<file path="config.mk">
export PLATFORM = sky130hd
export DESIGN_NAME = seg_scan_driver
export DESIGN_NICKNAME = d
export VERILOG_FILES = /design/src/rtl/seg_scan_driver.sv
export SDC_FILE = /design/constraint.sdc
export NUM_CORES = 1
export LEC_CHECK = 0
export ABC_AREA = 1
export BUFFER_PORTS_ARGS = -buffer_cell sky130_fd_sc_hd__buf_4
export CAP_MARGIN = 25
export CORE_MARGIN = 5
export CORE_UTILIZATION = 45
export CTS_CLUSTER_SIZE = 10
export DETAILED_ROUTE_END_ITERATION = 8
export HOLD_SLACK_MARGIN = 0.03
export PLACE_DENSITY = 0.66
export SKIP_LAST_GASP = 1
export SYNTH_ARGS = -nofsm -noshare
export SYNTH_HDL_FRONTEND = slang
export SYNTH_SLANG_ARGS = --single-unit
export TNS_END_PERCENT = 10
</file>
<file path="constraint.sdc">
create_clock -name clk -period 5.6 [get_ports clk]
set_input_delay 0.84 -clock clk [delete_from_list [all_inputs] [get_ports clk]]
set_output_delay 0.84 -clock clk [all_outputs]
set_load 0.02 [all_outputs]
</file>
<file path="src/rtl/seg_scan_driver.sv">
`default_nettype none
// ============================================================================
// Module   : seg_scan_driver
// Purpose  : Latches CPU-written 32-bit words and scans them as hex glyphs
//            across an 8-digit multiplexed 7-segment display.
// Options  : SEG_BLANK_LEADING_ZERO_EN - blank leading-zero digits 7..1
// Revision : 1.0 - initial release
// ============================================================================
module seg_scan_driver #(
    parameter int SCAN_DIV   = 50000,
    parameter bit ACTIVE_LOW = 1'b1
) (
    input  logic        clk,
    input  logic        rst,
    input  logic        seg_wen,
    input  logic [31:0] seg_wdata,
    output logic [7:0]  seg_out,
    output logic [7:0]  an_out
);

    localparam int              CNT_W     = (SCAN_DIV > 1) ? $clog2(SCAN_DIV) : 1;
    localparam logic [CNT_W-1:0] C_DIV_MAX = CNT_W'(SCAN_DIV - 1);
    localparam logic [7:0]      C_OFF     = ACTIVE_LOW ? 8'hFF : 8'h00;

    logic [31:0]      disp_q,    disp_d;
    logic [CNT_W-1:0] div_cnt_q, div_cnt_d;
    logic [2:0]       idx_q,     idx_d;
    logic [7:0]       seg_q,     seg_d;
    logic [7:0]       an_q,      an_d;

    logic [3:0]       w_nibble;
    logic             w_blank;
    logic [7:0]       w_seg_raw;
    logic [7:0]       w_an_raw;
`ifdef SEG_BLANK_LEADING_ZERO_EN
    logic [31:0]      w_upper;
`endif

    function automatic logic [6:0] hex_glyph(input logic [3:0] nib);
        case (nib)
            4'h0: hex_glyph = 7'h3F;
            4'h1: hex_glyph = 7'h06;
            4'h2: hex_glyph = 7'h5B;
            4'h3: hex_glyph = 7'h4F;
            4'h4: hex_glyph = 7'h66;
            4'h5: hex_glyph = 7'h6D;
            4'h6: hex_glyph = 7'h7D;
            4'h7: hex_glyph = 7'h07;
            4'h8: hex_glyph = 7'h7F;
            4'h9: hex_glyph = 7'h6F;
            4'hA: hex_glyph = 7'h77;
            4'hB: hex_glyph = 7'h7C;
            4'hC: hex_glyph = 7'h39;
            4'hD: hex_glyph = 7'h5E;
            4'hE: hex_glyph = 7'h79;
            default: hex_glyph = 7'h71;
        endcase
    endfunction

    always_comb begin
        disp_d = seg_wen ? seg_wdata : disp_q;

        if (div_cnt_q == C_DIV_MAX) begin
            div_cnt_d = '0;
            idx_d     = idx_q + 3'd1;
        end else begin
            div_cnt_d = div_cnt_q + CNT_W'(1);
            idx_d     = idx_q;
        end

        w_nibble = disp_q[{idx_q, 2'b00} +: 4];
`ifdef SEG_BLANK_LEADING_ZERO_EN
        // Digit i is a leading zero when every nibble from i upward is zero.
        w_upper = disp_q >> {idx_q, 2'b00};
        w_blank = (idx_q != 3'd0) && (w_upper == 32'd0);
`else
        w_blank = 1'b0;
`endif

        w_seg_raw = w_blank ? 8'h00 : {1'b0, hex_glyph(w_nibble)};
        w_an_raw  = w_blank ? 8'h00 : (8'(1) << idx_q);
        seg_d     = ACTIVE_LOW ? ~w_seg_raw : w_seg_raw;
        an_d      = ACTIVE_LOW ? ~w_an_raw  : w_an_raw;
    end

    always_ff @(posedge clk or posedge rst) begin
        if (rst) begin
            disp_q    <= 32'd0;
            div_cnt_q <= '0;
            idx_q     <= 3'd0;
            seg_q     <= C_OFF;
            an_q      <= C_OFF;
        end else begin
            disp_q    <= disp_d;
            div_cnt_q <= div_cnt_d;
            idx_q     <= idx_d;
            seg_q     <= seg_d;
            an_q      <= an_d;
        end
    end

    assign seg_out = seg_q;
    assign an_out  = an_q;

endmodule
`default_nettype wire

</file>
=== Word level (Yosys, flattened, before mapping) ===
Memories as Yosys holds them, arrays and structs flattened.
Cells that the tools add are included.

* Register bits after elaboration: 67
* Bits in latches: 0
* RAM bits: 0
* Memory bits (read-only): 112
* Output and inout port bits: 16
* Logic and storage cells: 14
* Memories kept: 1

* $add $sub $neg: 2
* Multiply operators: 0
* Divide/modulo/power cells: 0
* $lt $le $gt $ge: 0
* Equality and inequality tests: 1
* Shift operators: 2
* Mux-type cells: 1
* Bitwise logic cells: 2
* Reductions and logical operators: 0

{| class="wikitable"
|+ Memory list
! memory !! words !! bits a word !! read ports !! clocked after memory_dff !! wr ports !! line !! text
|-
| (name not given) || 16 || 7 || 1 || 0 || 0 || 40 || <nowiki>case (nib)</nowiki>
|}

{| class="wikitable"
|+ Operators with widths
! cell !! count
|-
| $shiftx 32x6->4 || 1
|-
| $add 16x1->16 const B || 1
|-
| $eq 16x16->1 const B || 1
|-
| $mux 16 || 1
|-
| $not 7->8 || 1
|-
| $not 8->8 || 1
|-
| $shl 1x3->8 const A || 1
|-
| $add 3x1->3 const B || 1
|}

=== Longest topological paths before layout ===
Gate-level depths: netlist (run 1).
An unclocked memory read counts as a cell.

* Depth after elaboration: 3
* Mapped depth: 12
* Depth with buffers taken out: 11

=== Worst setup path after synthesis (run 1) ===
OpenSTA, ideal clock, no wires.

* Kind: flip-flop to flip-flop
* From: register idx_q[0]
* To: register seg_q[3] (netlist: seg_out[3])
* Arrival time: 1.518 ns
* Required time: 5.540 ns
* Setup slack: 4.022 ns
* Stages on the path, launching flop included: 11
* Buffers on the path: 2
* Period minus slack after synthesis: 1.578 ns
* Path through: dfrtp_1 -> buf_6 -> buf_8 -> nand2_1 -> nand3_1 -> nand3_1 -> nand2_2 -> ha_1 -> nand3_1 -> nand3_1 -> nand2_1

* Word-level cells in the longest chain between the ends: 3

{| class="wikitable"
|+ RTL lines
! what !! line !! text
|-
| start, declared || 27 || <nowiki>logic [2:0] idx_q, idx_d;</nowiki>
|-
| start signal, assigned || 96 || <nowiki>idx_q <= idx_d;</nowiki>
|-
| $shiftx 32x6->4 || 71 || <nowiki>w_nibble = disp_q[{idx_q, 2'b00} +: 4];</nowiki>
|-
| $mem_v2 16x7 || - ||
|-
| $not 7->8 || 82 || <nowiki>seg_d = ACTIVE_LOW ? ~w_seg_raw : w_seg_raw;</nowiki>
|-
| via seg_d[3] || 28 || <nowiki>logic [7:0] seg_q, seg_d;</nowiki>
|-
| end signal, assigned || 97 || <nowiki>seg_q <= seg_d;</nowiki>
|-
| end, declared || 28 ||
|}

The timed path passes the listed nets, and every way through them passes these cells.
A chain may end at the register's enable or synchronous reset.

=== Final worst setup path (run 1) ===
* From: register idx_q[0]
* To: register seg_q[6] (netlist: seg_out[6])

The elaborated chain is that of the path after synthesis.

==> results.json, run 1 <==
{
  "status": "finished clean",
  "powerDensity_nw_per_um2": 257,
  "cts_root_buf": "clkbuf_8",
  "netlist_area_um2": 3400,
  "worstSetupStartpoint": "idx_q[0]$_DFFE_PP0N_",
  "htreeDepth": 3,
  "layout_commonest_cell": "nand2_1",
  "via_count": 2606,
  "r2r_cells": 11,
  "dieArea_um2": 9400,
  "holdCritStartpoint": "div_cnt_q[0]$_DFF_PP0_",
  "holdBufCountCts": 0,
  "ys_seq_area_share_pct": 49.1,
  "clk_path_buf_depth": 2,
  "cts_resized": 0,
  "wl_mm": 6.51,
  "path_clk_slew_ps": 70,
  "cts_made_buffers": 9,
  "ys_types": 34,
  "worstHoldEndpoint": "div_cnt_q[0]$_DFF_PP0_",
  "drt_iter0_markers": 130,
  "ys_ff_latch": 66,
  "yosys.area.top_type_share_pct": 37.5,
  "ios": 51,
  "antenna_found_initial": 0,
  "placed_area_um2": 3810,
  "drv_cap": 0,
  "critPathArrivalTime_ps": 2550,
  "clock-sinks": 66,
  "route.detailed.drc": 0,
  "maxSlewHeadroom_pct": 46.6,
  "die_y_um": 97.0,
  "worstMarginPinSlew_ps": 800,
  "leakage_nw": 2.02,
  "multi_input_area_um2": 1430,
  "synth_flop_cell": "dfrtp_1",
  "finClkSkew_ps": 11.8,
  "hold_viol_final": 0,
  "cp_max_fo": 22,
  "maxSlewViolCount": 0,
  "ys_warn_count": 0,
  "core.rowCount": 31,
  "initial_core_util_pct": 46.7,
  "fp.dieW_um": 97.0,
  "async_reset_ff_share_pct": 100,
  "crit_type": "reg2reg",
  "min_path_cells": 1,
  "grt_usage_pct": 14.8,
  "rsz0062_at_grt": "no",
  "grt_pass1_wl_mm": 11.3,
  "cts_tree": "done",
  "ir_drop_mv": 0.142,
  "dp_hpwl_mm": 4.79,
  "fmax_mhz": 444,
  "crit_path_cell_trace": "inv_2 > nand2_1 > nand3_1 > nand3_1 > nand2_2 > inv_1 > ha_1 > nand3_1 > nand2_1 > nand2_1 > nand2_1",
  "worst_ep_required_time_ps": 5900,
  "stdcell_area_um2": 3990,
  "syn_to_final_growth_pct": 17.3,
  "dr.pass1.iters": 4,
  "syn-instance-count": 392,
  "final_cell_mix": "nand2_1, dfrtp_1, buf_4",
  "syn-num-nets": 440,
  "setup-tns-final_ps": 0,
  "cpMaxStageDelayCell": "dfrtp_1",
  "grt_overflow_total": 0,
  "reg2reg_from": "idx_q[0]$_DFFE_PP0N_",
  "timing.final.crit_share_pct": 40.2,
  "grt_pass1_vias": 2439,
  "crit_top_cell": "nand2_1",
  "register_area_um2": 1670,
  "final_util_pct": 54.7,
  "r2r_slack_ps": 3350,
  "vias_per_cell": 4.79,
  "layout_min_cycle_time_ps": 2250,
  "gp_congestion": 0.846,
  "yosys.area.top_type": "dfrtp_1",
  "crit_path_end_kind": "register",
  "slowest_delay_ps": 840,
  "synth.avg_cell_area_um2": 8.68,
  "hold_path_class": "reg2reg",
  "n_fill_cell": 702,
  "fp.coreArea_um2": 7290,
  "drive_above_1_share_pct": 27.0,
  "grt_max_degree": 67,
  "clk_latency_ps": 350,
  "fin_nets": 488,
  "wl_per_cell_um": 12.0,
  "num_antenna_cells": 0,
  "r2r_end": "seg_out[6]$_DFF_PP1_",
  "start_kind": "register",
  "synthTopCellsByArea": "dfrtp_1, dfstp_2, nand2_1",
  "synth_edf_count": 0,
  "postRouteAntennaNets": 0,
  "io_buffers": 49,
  "cts_setup_buffers": 0,
  "setup_viol": 0
}
## cell usage after synthesis, types with 3 or more instances
library cell	instances
inv_1	49
dfstp_2	15
nand3_2	4
nand2_2	10
ha_1	13
clkbuf_1	5
nand3_1	38
buf_4	3
o21ai_0	28
nand2_4	3
nand2_1	105
inv_2	7
o21ai_1	3
dfrtp_1	51
nor2_1	17
xor2_1	8
mux2_2	6
## worst max path at each step
stage / to / slack, ps / cells past startpoint
after floorplan: disp_q[0]$_DFFE_PP0P_ / 3130 / 1
after global placement: seg_out[3]$_DFF_PP1_ / 3510 / 11
after detailed placement: seg_out[6]$_DFF_PP1_ / 3380 / 11
after CTS: seg_out[6]$_DFF_PP1_ / 3370 / 11
after global routing: seg_out[0]$_DFF_PP1_ / 3080 / 11
final: seg_out[6]$_DFF_PP1_ / 3350 / 11
## final cells by class
type	count	share of cell area [%]
Sequential cell	66	41.8
Clock buffer	13	3.48
Timing Repair Buffer	50	9.40
Tap cell	99	3.10
Clock inverter	3	1.00
Multi-Input combinational cell	257	35.9
Inverter	56	5.27
## through the flow
stage / instances / hold WS [ps] / power [W] / setup slack [ps]
finish: 544 / 477 / 0.00103 / 3350
global route: 544 / 497 / 0.00109 / 3080
CTS: 544 / 475 / 0.00104 / 3370
detailed placement: 528 / 466 / 0.000661 / 3380
global placement: 528 / 446 / 0.000657 / 3510
floorplan: 392 / 431 / 0.000611 / 3130
## metal layers
metal	GRT usage (%)	vias up	wire length [um]
li1	-	1317	-
met1	19.9	1219	3150
met2	21.6	58	2870
met3	4.82	12	344
met4	6.59	0	154
met5	0	-	0
## sequential cells by signal, summed over array words and instances, names as in the netlist
name,cells
an_out,8
div_cnt_q,16
idx_q,3
seg_out,7
disp_q,32
## cell families after synthesis
family	Yosys count	synth area share [%]
other	1	0.110
xor gates and xnor gates	10	2.57
buffers and inverters	69	8.79
adders and majority gates	13	4.78
muxes	6	1.99
AOI/OAI and AO/OA	37	5.88
DFF	66	49.1
and+or+nand+nor	190	26.8
## power breakdown
group,switching [W],leakage [nW],total [W],internal [W]
clock network,0.000172,0.0914,0.000377,0.000205
registers,0.00000936,0.794,0.000520,0.000511
logic,0.0000770,1.13,0.000130,0.0000532
## critical path: cells and delay by family (launching register included)
kind / cells / cell delay (ps)
buffers and inverters: 2 / 430
flip-flops: 1 / 840
adder cells (fa/ha/maj): 1 / 180
AND/OR/NAND/NOR: 8 / 740
Note: power is estimated with default switching activity, not from simulation.
==> run 2, diff against run 1 <==
Settings changed: PLACE_DENSITY 0.66 to 0.69.
Clock period 5.6 ns to 2 ns, I/O delays scaled along.
==> results.json, run 2 (same netlist as run 1, synthesis figures left out) <==
{
  "finClkSkew_ps": 11.9,
  "powerDensity_nw_per_um2": 722,
  "drive_above_1_share_pct": 27.5,
  "core.rowCount": 31,
  "grt_overflow_total": 0,
  "dieArea_um2": 9400,
  "fmax_mhz": 557,
  "r2r_cells": 10,
  "crit_path_end_kind": "register",
  "htreeDepth": 3,
  "fin_nets": 490,
  "cts_resized": 0,
  "wl_per_cell_um": 11.9,
  "dr.pass1.iters": 4,
  "drv_cap": 0,
  "gp_congestion": 0.856,
  "critPathArrivalTime_ps": 2080,
  "setup-tns-final_ps": 0,
  "holdBufCountCts": 0,
  "drt_iter0_markers": 132,
  "grt_usage_pct": 15.0,
  "clk_path_buf_depth": 2,
  "grt_pass1_wl_mm": 11.7,
  "vias_per_cell": 4.72,
  "final_cell_mix": "nand2_1, dfrtp_1, buf_4",
  "syn_to_final_growth_pct": 18.4,
  "die_y_um": 97.0,
  "cts_tree": "done",
  "rsz0062_at_grt": "no",
  "dp_hpwl_mm": 4.82,
  "leakage_nw": 2.04,
  "io_buffers": 49,
  "num_antenna_cells": 0,
  "largest_reg_flops": 32,
  "r2r_slack_ps": 200,
  "ir_drop_mv": 0.465,
  "r2r_end": "seg_out[0]$_DFF_PP1_",
  "regMostFlops": "disp_q",
  "layout_min_cycle_time_ps": 1800,
  "crit_type": "reg2reg",
  "final_util_pct": 55.3,
  "grt_pass1_vias": 2552,
  "start_kind": "register",
  "cts_root_buf": "clkbuf_8",
  "via_count": 2579,
  "cts_made_buffers": 9,
  "grt_max_degree": 67,
  "cts_setup_buffers": 0,
  "clock-sinks": 66,
  "cp_max_fo": 12,
  "status": "finished clean",
  "layout_commonest_cell": "nand2_1",
  "setup_viol": 0,
  "antenna_found_initial": 0,
  "ios": 51,
  "fp.coreArea_um2": 7290,
  "timing.final.crit_share_pct": 89.8,
  "fp.dieW_um": 97.0,
  "path_clk_slew_ps": 70,
  "initial_core_util_pct": 46.7,
  "route.detailed.drc": 0,
  "worst_ep_required_time_ps": 2280,
  "wl_mm": 6.49,
  "clk_latency_ps": 340,
  "hold_path_class": "in2async",
  "postRouteAntennaNets": 0,
  "maxSlewViolCount": 0,
  "reg2reg_from": "idx_q[1]$_DFFE_PP0N_",
  "hold_viol_final": 0
}
==> run 2: changes by cell type in the layout (fill, tap and decap cells not counted) <==
cell / change
clkbuf_8: +1
clkbuf_1: -1
buf_12: +1
buf_4: +1
==> run 2: worst max path at each step <==
stage	slack, ps	from	to	depth (start not counted)
2_1_floorplan	70	rst	disp_q[0]$_DFFE_PP0P_	1
3_3_place_gp	340	idx_q[1]$_DFFE_PP0N_	seg_out[6]$_DFF_PP1_	10
3_5_place_dp	250	idx_q[1]$_DFFE_PP0N_	seg_out[0]$_DFF_PP1_	10
4_1_cts	210	idx_q[1]$_DFFE_PP0N_	seg_out[0]$_DFF_PP1_	10
5_1_grt	20	idx_q[1]$_DFFE_PP0N_	seg_out[3]$_DFF_PP1_	10
6_report	200	idx_q[1]$_DFFE_PP0N_	seg_out[0]$_DFF_PP1_	10
==> run 2: worst max-delay path, stage by stage, from the launching register on <==
cell	delay (ps)
dfrtp_1	500
inv_2	270
nand3_1	140
nand2_1	80
nand2_1	50
nand2_1	110
ha_1	250
inv_1	100
nand3_1	90
nand3_1	80
nand2_1	70
==> run 2: where the power goes <==
part / internal [W] / switching [W] / leakage, nW
Combinational: 0.000152 / 0.000218 / 1.15
Clock: 0.000607 / 0.000476 / 0.0974
Sequential: 0.00143 / 0.0000247 / 0.794
Total: 0.00219 / 0.000718 / 2.04
==> run 2: layout make-up <==
class	instances	area, um^2
multi-input cells	257	1430
flip-flops and latches	66	1670
well taps	99	124
inverters	56	210
clock buffers	13	149
repair buffers	52	403
clock inverters	3	40.0
fillers	693	3260
==> run 2: routing by layer <==
metal  GRT usage, %  wire, um  part of all wire, %
met1           21.1      3160                   49
met2           22.1      2880                   44
met3           3.88       352                  5.4
met4           5.51        94                  1.4
met5              0         0                    0
==> run 2: per-stage QoR <==
stage / worst slack, ps / cells / instance area (um^2) / hold slack [ps] / power, W
2_1_floorplan: 70.0 / 392 / 3400 / 417 / 0.00171
3_3_place_gp: 339 / 530 / 3840 / 400 / 0.00184
3_5_place_dp: 254 / 530 / 3840 / 409 / 0.00185
4_1_cts: 207 / 546 / 4030 / 32.8 / 0.00295
5_1_grt: 18.9 / 546 / 4030 / 38.5 / 0.00308
6_report: 205 / 546 / 4030 / 21.2 / 0.00291
==> run 3, diff against run 2 <==
Settings changed: ABC_AREA 1 to 0, BUFFER_PORTS_ARGS -buffer_cell sky130_fd_sc_hd__buf_4 to -buffer_cell sky130_fd_sc_hd__buf_2, PLACE_DENSITY 0.69 to 0.7.
==> results.json, run 3 <==
{
  "vias_per_cell": 5.12,
  "synthMuxAreaShare_pct": 22.5,
  "yosysMostFrequentCell": "dfrtp_1",
  "seq_power_share_pct": 49.1,
  "grt_pass1_vias": 1974,
  "regMostFlops": "disp_q",
  "die_y_um": 93.2,
  "dr.pass1.iters": 4,
  "status": "finished, violations left",
  "holdCritStartpoint": "seg_wdata[24]",
  "via_count": 1950,
  "hold_viol_final": 0,
  "timing.final.crit_share_pct": 101,
  "cpMaxStageDelayCell": "mux4_2",
  "async_reset_ff_share_pct": 100,
  "rsz0062_at_grt": "yes",
  "gp_congestion": 0.754,
  "drive_above_1_share_pct": 49.5,
  "io_buffers": 49,
  "layout_commonest_cell": "dfrtp_1",
  "crit_path_end_kind": "register",
  "powerDensity_nw_per_um2": 789,
  "finClkSkew_ps": 11.2,
  "r2r_slack_ps": -10,
  "ir_drop_mv": 0.504,
  "drt_iter0_markers": 61,
  "route.detailed.drc": 0,
  "grt_overflow_total": 0,
  "fmax_mhz": 497,
  "final_cell_mix": "dfrtp_1, buf_2, mux2_2",
  "grt_max_degree": 67,
  "synth_flop_cell": "dfrtp_1",
  "setup_slack_ps": -12.2,
  "violations": "negative setup slack",
  "synth.avg_cell_area_um2": 13.8,
  "leakage_nw": 1.77,
  "crit_type": "reg2reg",
  "switching_power_w": 0.000775,
  "htreeDepth": 3,
  "wl_mm": 5.70,
  "synth_edf_count": 0,
  "antenna_found_initial": 0,
  "switching_share_pct": 25.7,
  "whs_ps": 174,
  "initial_core_util_pct": 46.1,
  "dp.cells": 360,
  "largest_reg_flops": 32,
  "drv_cap": 0,
  "crit_path_cell_trace": "buf_6 > buf_6 > mux4_2 > mux2i_4 > clkbuf_16 > mux2i_1 > mux2i_1",
  "synthSimpleGateAreaFrac_pct": 8.64,
  "stdcell_count": 381,
  "syn_to_final_growth_pct": 23.1,
  "path_clk_slew_ps": 80,
  "multi_input_area_um2": 1350,
  "dp_hpwl_mm": 4.02,
  "synth_top_family_by_area": "multiplexers",
  "worstHoldEndpoint": "disp_q[24]$_DFFE_PP0P_",
  "grt_pass1_wl_mm": 9.36,
  "dieArea_um2": 8680,
  "maxSlewViolCount": 0,
  "critPathArrivalTime_ps": 2280,
  "setup-tns-final_ps": -16.4,
  "cts_made_buffers": 9,
  "stdcell_area_um2": 3830,
  "clk_latency_ps": 350,
  "r2r_cells": 7,
  "grt_usage_pct": 14.2,
  "setup_viol": 3,
  "fp.coreArea_um2": 6760,
  "num_antenna_cells": 0,
  "fin_nets": 344,
  "wl_per_cell_um": 15.0,
  "reg2reg_from": "idx_q[0]$_DFFE_PP0N_",
  "placed_area_um2": 3550,
  "dp_slack_ps": -39.1,
  "slowest_delay_ps": 540,
  "ys_ff_latch": 66,
  "cts_root_buf": "clkbuf_8",
  "clkPwrFrac_pct": 37.5,
  "start_kind": "register",
  "ys_warn_count": 0,
  "layout_min_cycle_time_ps": 2010,
  "postRouteAntennaNets": 0,
  "netlist_area_um2": 3110,
  "synth_compound_area_share_pct": 2.73,
  "ys_seq_area_share_pct": 53.7,
  "clk_path_buf_depth": 2,
  "p_int_w": 0.00224,
  "fp.dieW_um": 93.2,
  "yosys.area.top_type_share_pct": 41.0,
  "r2r_end": "seg_out[3]$_DFF_PP1_",
  "clock-sinks": 66,
  "n_fill_cell": 576,
  "min_path_cells": 2,
  "syn-num-nets": 273,
  "pwr-share-comb_pct": 13.4,
  "hold_path_class": "in2reg",
  "cts_tree": "done",
  "synthTopCellsByArea": "dfrtp_1, dfstp_2, mux2_2",
  "ys_top_cells_by_count": "dfrtp_1, mux2_2, dfstp_2",
  "syn-instance-count": 225,
  "worst_ep_required_time_ps": 2270,
  "core.rowCount": 30,
  "ios": 51,
  "ys_types": 42,
  "synth_xor_area_share_pct": 3.66,
  "register_area_um2": 1670,
  "synthAdderAreaFrac_pct": 5.23,
  "cp_max_fo": 7,
  "yosys.area.top_type": "dfrtp_1"
}
[run 3: cell types whose count changed in the layout (fill, tap and decap cells not counted), moves of 26 or more]
| cell | change |
|---|---|
| buf_2 | +49 |
| buf_4 | -36 |
| inv_1 | -40 |
| mux2_2 | +26 |
| nand2_1 | -92 |
| nand3_1 | -32 |
| o21ai_0 | -26 |
[run 3: metal layers]
layer  GRT usage [%]  part of all wire, %  up-vias
met1            18.4                   47      953
met4            8.18                  2.3        0
met5               0                    0        -
met2            20.6                   45       51
met3            4.91                  6.1       10
li1                -                    -      936
[run 3: area by class of cell]
type	count	area share, %
tap	80	2.61
timing repair buffer	71	12.4
multi-input combinational	138	35.1
clock buffer	9	3.23
inverter	10	0.980
clock inverter	7	2.03
sequential	66	43.6
[run 3: critical path: cells and delay by family (launching register included)]
| kind | cells | cell delay, ps |
|---|---|---|
| buffers and inverters | 3 | 460 |
| flip-flops | 1 | 390 |
| multiplexers | 4 | 1070 |
[run 3: worst max path at each step]
stage / from / to / slack (ps) / depth (start not counted)
finish: idx_q[0]$_DFFE_PP0N_ / seg_out[3]$_DFF_PP1_ / -10 / 7
global route: idx_q[0]$_DFFE_PP0N_ / seg_out[3]$_DFF_PP1_ / -140 / 7
CTS: idx_q[0]$_DFFE_PP0N_ / seg_out[1]$_DFF_PP1_ / -20 / 8
detailed placement: idx_q[0]$_DFFE_PP0N_ / seg_out[0]$_DFF_PP1_ / -40 / 8
global placement: idx_q[0]$_DFFE_PP0N_ / seg_out[0]$_DFF_PP1_ / 30 / 8
floorplan: idx_q[0]$_DFFE_PP0N_ / seg_out[4]$_DFF_PP1_ / -9 / 8
[run 3: cell families after synthesis]
kind of cell / count (synthesis)
flops: 66
simple gates: 48
xor+xnor: 13
compound gates: 11
mux: 52
other cells: 1
buf+inv: 21
fa+ha+maj: 13
[run 3: stage by stage]
step,utilization [%],total power [W]
after floorplan,-,0.00176
after global placement,52.5,0.00188
after detailed placement,52.5,0.00189
after CTS,55.8,0.00304
after global routing,56.7,0.00315
final,56.7,0.00302
[run 3: power groups by stage]
stage | registers (W) | clock network, W | logic (W)
6_report | 0.00148 | 0.00113 | 0.000404
2_1_floorplan | 0.00153 | 0 | 0.000231
4_1_cts | 0.00149 | 0.00117 | 0.000385
5_1_grt | 0.00149 | 0.00121 | 0.000441
3_5_place_dp | 0.00151 | 0 | 0.000379
3_3_place_gp | 0.00151 | 0 | 0.000373
[run 3: repair_timing]
item	CTS	global route
setup endpoints to repair	4	6
hold buffers	1	0
gates resized for setup	3	4
hold endpoints to repair	51	0
pin swaps	0	1
buffers inserted	0	3
gates cloned	0	1
